<file path="config.mk">
export PLATFORM = sky130hd
export DESIGN_NAME = riscv_instr_queue_flat
export DESIGN_NICKNAME = d
export VERILOG_FILES = /design/src/rtl/riscv_instr_queue_if.sv /design/src/rtl/riscv_instr_queue.sv /design/src/flat_wrapper.sv
export SDC_FILE = /design/constraint.sdc
export NUM_CORES = 1
export LEC_CHECK = 0
export ABC_AREA = 0
export CELL_PAD_IN_SITES_DETAIL_PLACEMENT = 1
export CELL_PAD_IN_SITES_GLOBAL_PLACEMENT = 2
export CORE_ASPECT_RATIO = 0.8
export CORE_MARGIN = 3
export CORE_UTILIZATION = 30
export CTS_CLUSTER_DIAMETER = 150
export DETAILED_ROUTE_END_ITERATION = 8
export PLACE_DENSITY = 0.56
export SLEW_MARGIN = 25
export SYNTH_ARGS = -nofsm -noshare
export SYNTH_HDL_FRONTEND = slang
export SYNTH_SLANG_ARGS = --single-unit
</file>
<file path="constraint.sdc">
create_clock -name clk -period 4.9 [get_ports clk]
set_input_delay 1.225 -clock clk [delete_from_list [all_inputs] [get_ports clk]]
set_output_delay 1.225 -clock clk [all_outputs]
set_load 0.01 [all_outputs]
</file>
<file path="src/rtl/riscv_instr_queue_if.sv">
// Handshake bundle between the MIPS->RISC-V translator, the instruction queue and the IDU.
// The queue takes the slave view; the surrounding pipeline (or a bench) takes the master view.
interface riscv_instr_queue_if #(
    parameter int unsigned DEPTH = 4
) ();
    localparam int unsigned CW = $clog2(DEPTH) + 1;

    logic          flush;
    logic [31:0]   in_instr;
    logic          in_valid;
    logic          in_error;
    logic          in_accepted;
    logic [31:0]   out_instr;
    logic          out_valid;
    logic          out_error;
    logic          out_accepted;
    logic [CW-1:0] count;
    logic          afull;

    modport slave (
        input  flush,
        input  in_instr,
        input  in_valid,
        input  in_error,
        output in_accepted,
        output out_instr,
        output out_valid,
        output out_error,
        input  out_accepted,
        output count,
        output afull
    );

    modport master (
        output flush,
        output in_instr,
        output in_valid,
        output in_error,
        input  in_accepted,
        input  out_instr,
        input  out_valid,
        input  out_error,
        output out_accepted,
        input  count,
        input  afull
    );
endinterface

</file>
<file path="src/rtl/riscv_instr_queue.sv">
// Elastic FIFO between the translator output and the IDU input, carrying each word with
// its error flag; flushable on redirect. Registered-only outputs, no empty bypass.
module riscv_instr_queue #(
    parameter int unsigned DEPTH    = 4,
    parameter int unsigned AFULL_TH = 3
) (
    input  logic                 clk,
    input  logic                 pipe_rst,
    riscv_instr_queue_if.slave   iq
);
    localparam int unsigned AW = $clog2(DEPTH);
    localparam int unsigned PW = AW + 1;
    localparam logic [PW-1:0] AFULL_CNT = PW'(AFULL_TH);
    localparam logic [PW-1:0] DEPTH_CNT = PW'(DEPTH);

    typedef struct packed {
        logic        error;
        logic [31:0] instr;
    } entry_t;

    entry_t        mem_q [DEPTH];
    entry_t        mem_d [DEPTH];
    logic [PW-1:0] wr_ptr_q, wr_ptr_d;
    logic [PW-1:0] rd_ptr_q, rd_ptr_d;

    logic [AW-1:0] wr_idx, rd_idx;
    logic          empty, full;
    logic          push, pop;
    logic [PW-1:0] occupancy;

    always_comb begin
        wr_idx    = wr_ptr_q[AW-1:0];
        rd_idx    = rd_ptr_q[AW-1:0];
        empty     = (wr_ptr_q == rd_ptr_q);
        full      = (wr_idx == rd_idx) && (wr_ptr_q[AW] != rd_ptr_q[AW]);
        occupancy = wr_ptr_q - rd_ptr_q;
        // Decisions depend only on registered state and the request inputs,
        // so out_accepted never reaches in_accepted combinationally.
        push      = iq.in_valid && !full && !iq.flush;
        pop       = !empty && iq.out_accepted && !iq.flush;
    end

    always_comb begin
        mem_d    = mem_q;
        wr_ptr_d = wr_ptr_q;
        rd_ptr_d = rd_ptr_q;
        if (iq.flush) begin
            wr_ptr_d = rd_ptr_q;
        end else begin
            if (push) begin
                mem_d[wr_idx] = '{error: iq.in_error, instr: iq.in_instr};
                wr_ptr_d      = wr_ptr_q + PW'(1);
            end
            if (pop) begin
                rd_ptr_d = rd_ptr_q + PW'(1);
            end
        end
    end

    always_ff @(posedge clk) begin
        if (pipe_rst) begin
            wr_ptr_q <= '0;
            rd_ptr_q <= '0;
        end else begin
            wr_ptr_q <= wr_ptr_d;
            rd_ptr_q <= rd_ptr_d;
        end
    end

    // Payload storage needs no reset: it is only observed while out_valid is high.
    always_ff @(posedge clk) begin
        mem_q <= mem_d;
    end

    always_comb begin
        iq.in_accepted = push;
        iq.out_valid   = !empty;
        iq.out_instr   = mem_q[rd_idx].instr;
        iq.out_error   = mem_q[rd_idx].error;
        iq.count       = occupancy;
        iq.afull       = (occupancy >= AFULL_CNT);
    end

    a_count_le_depth: assert property (@(posedge clk) disable iff (pipe_rst)
        occupancy <= DEPTH_CNT);
    a_no_push_full:   assert property (@(posedge clk) disable iff (pipe_rst)
        push |-> !full);
    a_no_pop_empty:   assert property (@(posedge clk) disable iff (pipe_rst)
        pop |-> !empty);

endmodule
</file>
<file path="src/flat_wrapper.sv">
// flat-port wrapper written by rule: the top's interface ports become plain ports
module riscv_instr_queue_flat 
#(
    parameter int unsigned DEPTH    = 4,
    parameter int unsigned AFULL_TH = 3
)
  (clk, pipe_rst, iq_flush, iq_in_instr, iq_in_valid, iq_in_error, iq_in_accepted, iq_out_instr, iq_out_valid, iq_out_error, iq_out_accepted, iq_count, iq_afull);
  riscv_instr_queue_if #(.DEPTH(DEPTH)) iq_i ();
  input  logic clk;
  input  logic pipe_rst;
  input wire logic [$bits(iq_i.flush)-1:0] iq_flush;
  input wire logic [$bits(iq_i.in_instr)-1:0] iq_in_instr;
  input wire logic [$bits(iq_i.in_valid)-1:0] iq_in_valid;
  input wire logic [$bits(iq_i.in_error)-1:0] iq_in_error;
  output wire logic [$bits(iq_i.in_accepted)-1:0] iq_in_accepted;
  output wire logic [$bits(iq_i.out_instr)-1:0] iq_out_instr;
  output wire logic [$bits(iq_i.out_valid)-1:0] iq_out_valid;
  output wire logic [$bits(iq_i.out_error)-1:0] iq_out_error;
  input wire logic [$bits(iq_i.out_accepted)-1:0] iq_out_accepted;
  output wire logic [$bits(iq_i.count)-1:0] iq_count;
  output wire logic [$bits(iq_i.afull)-1:0] iq_afull;
  assign iq_i.flush = iq_flush;
  assign iq_i.in_instr = iq_in_instr;
  assign iq_i.in_valid = iq_in_valid;
  assign iq_i.in_error = iq_in_error;
  assign iq_in_accepted = iq_i.in_accepted;
  assign iq_out_instr = iq_i.out_instr;
  assign iq_out_valid = iq_i.out_valid;
  assign iq_out_error = iq_i.out_error;
  assign iq_i.out_accepted = iq_out_accepted;
  assign iq_count = iq_i.count;
  assign iq_afull = iq_i.afull;
  riscv_instr_queue #(.DEPTH(DEPTH), .AFULL_TH(AFULL_TH)) u_core (.clk(clk), .pipe_rst(pipe_rst), .iq(iq_i));
endmodule
</file>
Word level (Yosys, flattened, before mapping)
Index checks and enable logic that the tools add are counted.
{"block": "op_classes", "addsub": 3, "n_lt_le_gt_ge": 4, "eq_ne": 3, "muxes": 8, "bitwise": 3, "reduce_logical": 12}
{"operator": "132-bit bitwise mux", "n": 1}
{"operator": "33-bit 2-to-1 mux", "n": 3}
{"operator": "33-bit binary-select mux with 2-bit select", "n": 1}
{"operator": "33-bit demux with 2-bit select", "n": 1}
{"operator": "3-bit by 1-bit adder with 3-bit output (second input constant)", "n": 2}
{"operator": "3-bit greater-or-equal comparator (second input constant)", "n": 2}
{"operator": "1-bit logical AND", "n": 6}
{"operator": "3-bit 2-to-1 mux", "n": 2}
{"operator": "2-bit NOT with 3-bit output", "n": 2}
{"operator": "2-bit AND reduction", "n": 2}
{"operator": "3-bit == test", "n": 1}
{"operator": "3-bit by 2-bit greater-or-equal comparator with 1-bit output (second input constant)", "n": 1}
{"operator": "1-bit zero test", "n": 3}
{"operator": "3-bit by 1-bit less-than comparator with 1-bit output (second input constant)", "n": 1}
{"operator": "3-bit subtractor", "n": 1}
{"operator": "2-bit == test", "n": 1}
{"operator": "2-bit nonzero test", "n": 1}
{"operator": "1-bit != test", "n": 1}
{"operator": "1-bit NOT", "n": 1}
{"block": "word_totals", "reg_bits": 138, "input_bits": 38, "out_inout_bits": 39, "wordCells": 43}

Longest topological paths before layout
Gate-level depths: netlist of the first run.
{"block": "depth", "ltp_word": 7, "depth_mapped": 6}

Worst setup path before layout of the first run
OpenSTA, ideal clock, no wires.
{"block": "synth_timing", "path_type": "input port to flip-flop", "startpoint": "in iq_flush", "endpoint": "reg u_core.mem_q[0] (netlist name), enable pin", "setup_time_ns": 0.464, "arrival_time_ns": 3.859, "slack_ns": 0.577, "cell_stages": 3, "path_cell_list": "clkbuf_1 > nand2b_1 > nor3_1"}
{"block": "synth_between", "elab_chain_cells": 3, "word_cells_on_any_way": 4}
{"item": "start: declaration", "line_no": "flat_wrapper.sv:11", "source": "input wire logic [$bits(iq_i.flush)-1:0] iq_flush;"}
{"item": "1-bit zero test", "line_no": "riscv_instr_queue.sv:39", "source": "push = iq.in_valid && !full && !iq.flush;"}
{"item": "1-bit logical AND", "line_no": "riscv_instr_queue.sv:39"}
{"item": "2-bit AND reduction (no source line) *"}
{"item": "end signal: assignment", "line_no": "riscv_instr_queue.sv:72", "source": "mem_q <= mem_d;"}
{"item": "end: declaration", "line_no": "riscv_instr_queue.sv:21", "source": "entry_t mem_q [DEPTH];"}
Mark *: on every way between the ends. The rest lies on a longest branch, timed or not.
A chain may end at the register's enable or synchronous reset.

Final worst setup path of the first run
{"block": "layout_timing", "startpoint": "in iq_flush", "endpoint": "out iq_in_accepted"}
{"block": "layout_between", "elab_chain_cells": 2}
{"item": "1-bit zero test", "line_no": "riscv_instr_queue.sv:39"}
{"item": "1-bit logical AND", "line_no": "riscv_instr_queue.sv:39"}
{"item": "end: declaration", "line_no": "flat_wrapper.sv:15", "source": "output wire logic [$bits(iq_i.in_accepted)-1:0] iq_in_accepted;"}
Every way passes these cells.

==> reports/metrics.cfg, run 1 <==
[logic_synthesis]
synth_ff_type = edfxtp_1
ys_seq_area_share_pct = 77.0
netlist_area_mm2 = 0.00530
synth_nets = 286
yosysWarnings = 0
syn_avg_cell_area_um2 = 22.1
yosys-top-cells-area = edfxtp_1 75%, mux4_2 14%, dfxtp_1 2.3%, ha_1 1.7%, inv_1 0.64%
ys_ff_latch = 138
synth_cells = 240
synth-async-reset-ratio_pct = 0
synth.distinct_cells = 31
synth_top_area_cell = edfxtp_1
synth_edf_count = 132
yosys.area.top_type_share_pct = 74.8

[drt]
totalWireLength_um = 10900
drtAntennaViolNets = 0
via_count = 2621
viasPerCell = 4.63
wl_per_cell_um = 19.2
drt-initial-drc-count = 145
dr.pass1.iters = 4
drc = 0

[worst_setup_path]
crit_slowest_cell = clkdlybuf4s50_1
cp_max_fo = 10
crit_path_end_kind = primary output
reg2reg_depth = 5
cp_data_required_time_ps = 3670
arrival_ps = 2930
criticalPathCategory = primary input to primary output
cp_common_cell = clkdlybuf4s50_1
crit_chain = clkdlybuf4s50_1, nand2b_1, a31oi_1, clkdlybuf4s50_1
slowest_delay_ps = 600
start_kind = primary input

[die]
die_w_um = 155
die_area_mm2 = 0.0193
placeableCoreArea_mm2 = 0.0169
die_y_um = 125
rows = 42
ios = 77
initial_utilization_pct = 31.3

[clock_network]
postCtsSetupRepairBufs = 0
root_buffer = clkbuf_16
htreeDepth = 4
cts_tree = built
cts_buffer_depth = 2
cts-resized-gates = 0
clock_latency_ps = 410
path_clk_slew_ps = 60
ctsHoldBuffers = 0
numCtsBuffers = 17
numClockSinks = 138

[flow_run]
cap_violations = 0

[global_route]
grt_max_degree = 34
grt_pass1_vias = 2794
track_usage_pct = 11.7
grt_first_pass_wirelength_um = 16600
grt-ovfl-total = 0
grt_antenna_before_repair = 0

[cells_and_area]
nFillCells = 1623
area_delta_synth_final_pct = 30.5
antenna_cells = 0
layout-drive-gt1-share_pct = 22.3
nets = 380
stdcell_count = 566

[place]
place_congestion = 0.736
hpwl_um = 6740
placedCellCount = 535
io_buffers = 76

[timing]
finalCriticalPeriod_ps = 4160
tightest_slew_ps = 542
slew_viol_final = 0
max_freq_ghz = 0.241
setup_tns_ps = 0
slew-limit-headroom_pct = 63.9
fin_skew_ps = 11.4
finalHoldViolCount = 0
fin_crit_sh_pct = 84.8
finalSetupViolations = 0
rsz0062_at_grt = no

[power]
static-leakage-power_nw = 2.24
ir_worst_vdd_mv = 0.242
p_per_area_mw_per_mm2 = 397

[status]
run_status = complete, no violations

[hold_path]
holdCritPathClass = flop to flop
worstHoldPathCells = 2

==> worst paths after layout <==
kind,endpoint,slack (ps),from
min,u_core.wr_ptr_q[2]$_SDFFE_PP0P_,560,u_core.wr_ptr_q[2]$_SDFFE_PP0P_
max reg2reg,u_core.mem_q[113]$_DFFE_PP_,2260,u_core.rd_ptr_q[1]$_SDFFE_PP0P_
max,iq_in_accepted,740,iq_flush
min reg2reg,u_core.wr_ptr_q[2]$_SDFFE_PP0P_,560,u_core.wr_ptr_q[2]$_SDFFE_PP0P_
==> Yosys cell counts (2+ instances only) <==
cell type / n
edfxtp_1: 132
mux4_2: 33
inv_1: 9
ha_1: 7
dfxtp_1: 6
nand2_1: 5
clkbuf_1: 4
nor2_1: 4
a31oi_1: 3
and2_1: 3
buf_2: 3
buf_4: 3
nand3_1: 3
nor3_1: 3
mux2_2: 2
nand2b_1: 2
nor2b_1: 2
o2111ai_1: 2
xnor2_1: 2
==> cells by family after synthesis <==
logic type	share of synthesized area (%)
AOI/OAI and AO/OA	1.61
xor gates and xnor gates	0.496
adders and majority gates	2.03
buffers and inverters	1.63
DFF	77.0
muxes	14.6
and+or+nand+nor	2.57
==> through the flow <==
step	worst slack [ps]	utilization [%]	instance area (um^2)	hold slack (ps)	total power, mW
final	744	40.9	6920	560	2.74
after global routing	599	40.9	6920	591	2.84
after CTS	729	40.9	6920	563	2.79
after detailed placement	730	37.6	6360	553	1.57
after global placement	733	37.6	6360	554	1.56
after floorplan	577	-	5300	511	1.45
==> critical path, delay by kind of cell <==
family | cells | cell delay [ps]
buffers and inverters | 2 | 1160
AND/OR/NAND/NOR | 1 | 270
AO/OA/AOI/OAI | 1 | 280
==> layout by cell type (no fill, tap or decap), drive strengths merged, types with 2 or more instances in the layout <==
cell type / n
clkdlybuf4s50: 76
mux2: 2
and2: 3
xnor2: 2
clkinvlp: 2
mux4: 33
nand3: 3
buf: 9
bufinv: 2
nor2b: 2
edfxtp: 132
o2111ai: 2
nand2: 5
clkbuf: 18
dfxtp: 6
nand2b: 2
clkinv: 8
inv: 10
ha: 7
a31oi: 3
nor2: 4
nor3: 3
==> per-layer routing <==
metal  up-vias  GRT usage (%)  routed length, um
met5         -              0                  0
met4         0           4.83                161
met3        14           4.27                602
met2        66           18.0               5170
met1      1357           15.2               4930
li1       1184              -                  -
==> power by group <==
group | leakage, nW | switching (mW) | internal (mW) | total (mW)
Clock | 0.268 | 0.467 | 0.739 | 1.21
Sequential | 1.25 | 0.0103 | 1.32 | 1.33
Combinational | 0.719 | 0.0915 | 0.116 | 0.207
==> flip-flops by register name (all words and copies together) (netlist names) <==
register / flops
u_core.rd_ptr_q: 3
u_core.mem_q: 132
u_core.wr_ptr_q: 3
==> cell type report <==
| class | instances | area, um^2 | share of cell area, % |
|---|---|---|---|
| repair buffers | 85 | 828 | 12.0 |
| well taps | 220 | 275 | 3.98 |
| multi-input cells | 83 | 1140 | 16.5 |
| flip-flops and latches | 138 | 4090 | 59.0 |
| inverters | 9 | 33.8 | 0.488 |
| clock inverters | 13 | 128 | 1.84 |
| clock buffers | 18 | 429 | 6.20 |
Note: power is estimated with default switching activity, not from simulation.
==> run 2: changes to the inputs <==
Clock period 4.9 ns to 4.1 ns, I/O delays scaled along.
==> run 2 against run 1 <==
Clock skew shrank 4.6 ps; sequential cell count is the same; wire length grew 0.64%; sequential power grew 20%; sequential share of layout area shrank 0.92 points; global-route usage grew 0.19 points; die area is the same.
==> reports/metrics.cfg, run 2 (same netlist as run 1, synthesis figures left out) <==
[place]
place_ws_ps = 407
io_buffers = 76
hpwl_um = 6890
place_congestion = 0.745

[cells_and_area]
layout-drive-gt1-share_pct = 23.3
layout_commonest_cell = edfxtp_1
nets = 380
final_cell_mix = 132 x edfxtp_1, 76 x clkdlybuf4s50_1, 33 x mux4_2
largest_register_ffs = 132
area_delta_synth_final_pct = 32.6
antenna_cells = 0
largest-register = u_core.mem_q
largestRegisters = u_core.mem_q x132, u_core.rd_ptr_q x3, u_core.wr_ptr_q x3
nFillCells = 1614

[global_route]
grt_max_degree = 28
track_usage_pct = 11.9
gr-max-usage-layer = met2
grt_pass1_vias = 2933
grt-ovfl-total = 0
grt_antenna_before_repair = 0
use_met3_pct = 4.76
grt_first_pass_wirelength_um = 16800
grt_use_met1_pct = 14.2
gr-usage-met2_pct = 18.9

[timing]
max_freq_ghz = 0.271
fin_crit_sh_pct = 90.1
fin_ws_ps = 407
slew-limit-headroom_pct = 64.8
setup_tns_ps = 0
fin_skew_ps = 6.78
finalCriticalPeriod_ps = 3690
rsz0062_at_grt = no
tightest_slew_ps = 528
slew_viol_final = 0
finalSetupViolations = 0
finalHoldViolCount = 0

[die]
ios = 77
rows = 42
placeableCoreArea_mm2 = 0.0169
die_y_um = 125
initial_utilization_pct = 31.3
die_area_mm2 = 0.0193
die_w_um = 155

[clock_network]
cts_buffer_depth = 2
ctsHoldBuffers = 0
cts_tree = built
numCtsBuffers = 17
htreeDepth = 4
postCtsSetupRepairBufs = 0
numClockSinks = 138
root_buffer = clkbuf_16
clock_latency_ps = 410
cts-resized-gates = 0
path_clk_slew_ps = 60

[worst_setup_path]
reg2reg_depth = 5
cp_max_fo = 6
criticalPathCategory = primary input to primary output
cp_data_required_time_ps = 3070
crit_path_end_kind = primary output
arrival_ps = 2670
start_kind = primary input

[power]
switching_share_pct = 20.3
p_per_area_mw_per_mm2 = 488
p_comb_share_pct = 7.4
ir_worst_vdd_mv = 0.283
p_switching_mw = 0.696
static-leakage-power_nw = 2.28
power_mw = 3.43
power.internal_mw = 2.74
seq_power_share_pct = 46.2
clkPwrFrac_pct = 46.4

[hold_path]
holdCritPathClass = flop to flop
worstHoldPathCells = 2

[status]
run_status = complete, no violations

[drt]
dr.pass1.iters = 4
totalWireLength_um = 10900
drt-initial-drc-count = 145
drtAntennaViolNets = 0
viasPerCell = 4.62
drc = 0
wl_per_cell_um = 19.3
via_count = 2620

[flow_run]
cap_violations = 0

[run 2: cell count changes in the layout (fill, tap and decap cells not counted), moves of 2 or more]
cell       before  now
buf_4           9    6
clkinv_1        3    1
buf_12          0    3
inv_6           1    3
bufinv_16       2    4
[run 2: path summary, 6_finish.rpt]
path	startpoint	to	slack [ps]
min	u_core.wr_ptr_q[2]$_SDFFE_PP0P_	u_core.wr_ptr_q[2]$_SDFFE_PP0P_	550
min reg2reg	u_core.wr_ptr_q[2]$_SDFFE_PP0P_	u_core.wr_ptr_q[2]$_SDFFE_PP0P_	550
max reg2reg	u_core.rd_ptr_q[1]$_SDFFE_PP0P_	u_core.mem_q[60]$_DFFE_PP_	1420
max	iq_in_valid	iq_in_accepted	410
[run 2: area by class of cell]
cell class / count / area, um^2 / area share [%]
clock inverter: 15 / 198 / 2.81
inverter: 9 / 33.8 / 0.481
multi-input combinational: 83 / 1150 / 16.3
timing repair buffer: 85 / 866 / 12.3
tap: 220 / 275 / 3.92
sequential: 138 / 4090 / 58.1
clock buffer: 17 / 425 / 6.05
[run 2: worst max-delay path, cell delays in order]
cell and delay (ps):
clkdlybuf4s50_1 570, nand2b_1 160, a31oi_1 300, clkdlybuf4s50_1 600
[run 2: power by group through the flow]
stage	clock network (mW)	logic, mW	registers, mW
5_1_grt	1.70	0.276	1.59
2_1_floorplan	0	0.115	1.61
4_1_cts	1.64	0.262	1.59
3_3_place_gp	0	0.258	1.62
3_5_place_dp	0	0.260	1.62
6_report	1.59	0.253	1.59
[run 2: metrics by stage]
stage | instance area, um^2 | utilization (%) | hold WS [ps] | std cells
final | 7030 | 41.5 | 549 | 567
after global routing | 7030 | 41.5 | 590 | 567
after floorplan | 5310 | - | 511 | 240
after detailed placement | 6410 | 37.9 | 548 | 535
after global placement | 6410 | 37.9 | 542 | 535
after CTS | 7030 | 41.5 | 555 | 567
[run 2: layer usage]
metal  vias to the layer above  part of all wire, %
met3                        18                  6.4
li1                       1185                    -
met4                         0                  1.8
met5                         -                    0
met2                        67                   49
met1                      1350                   43
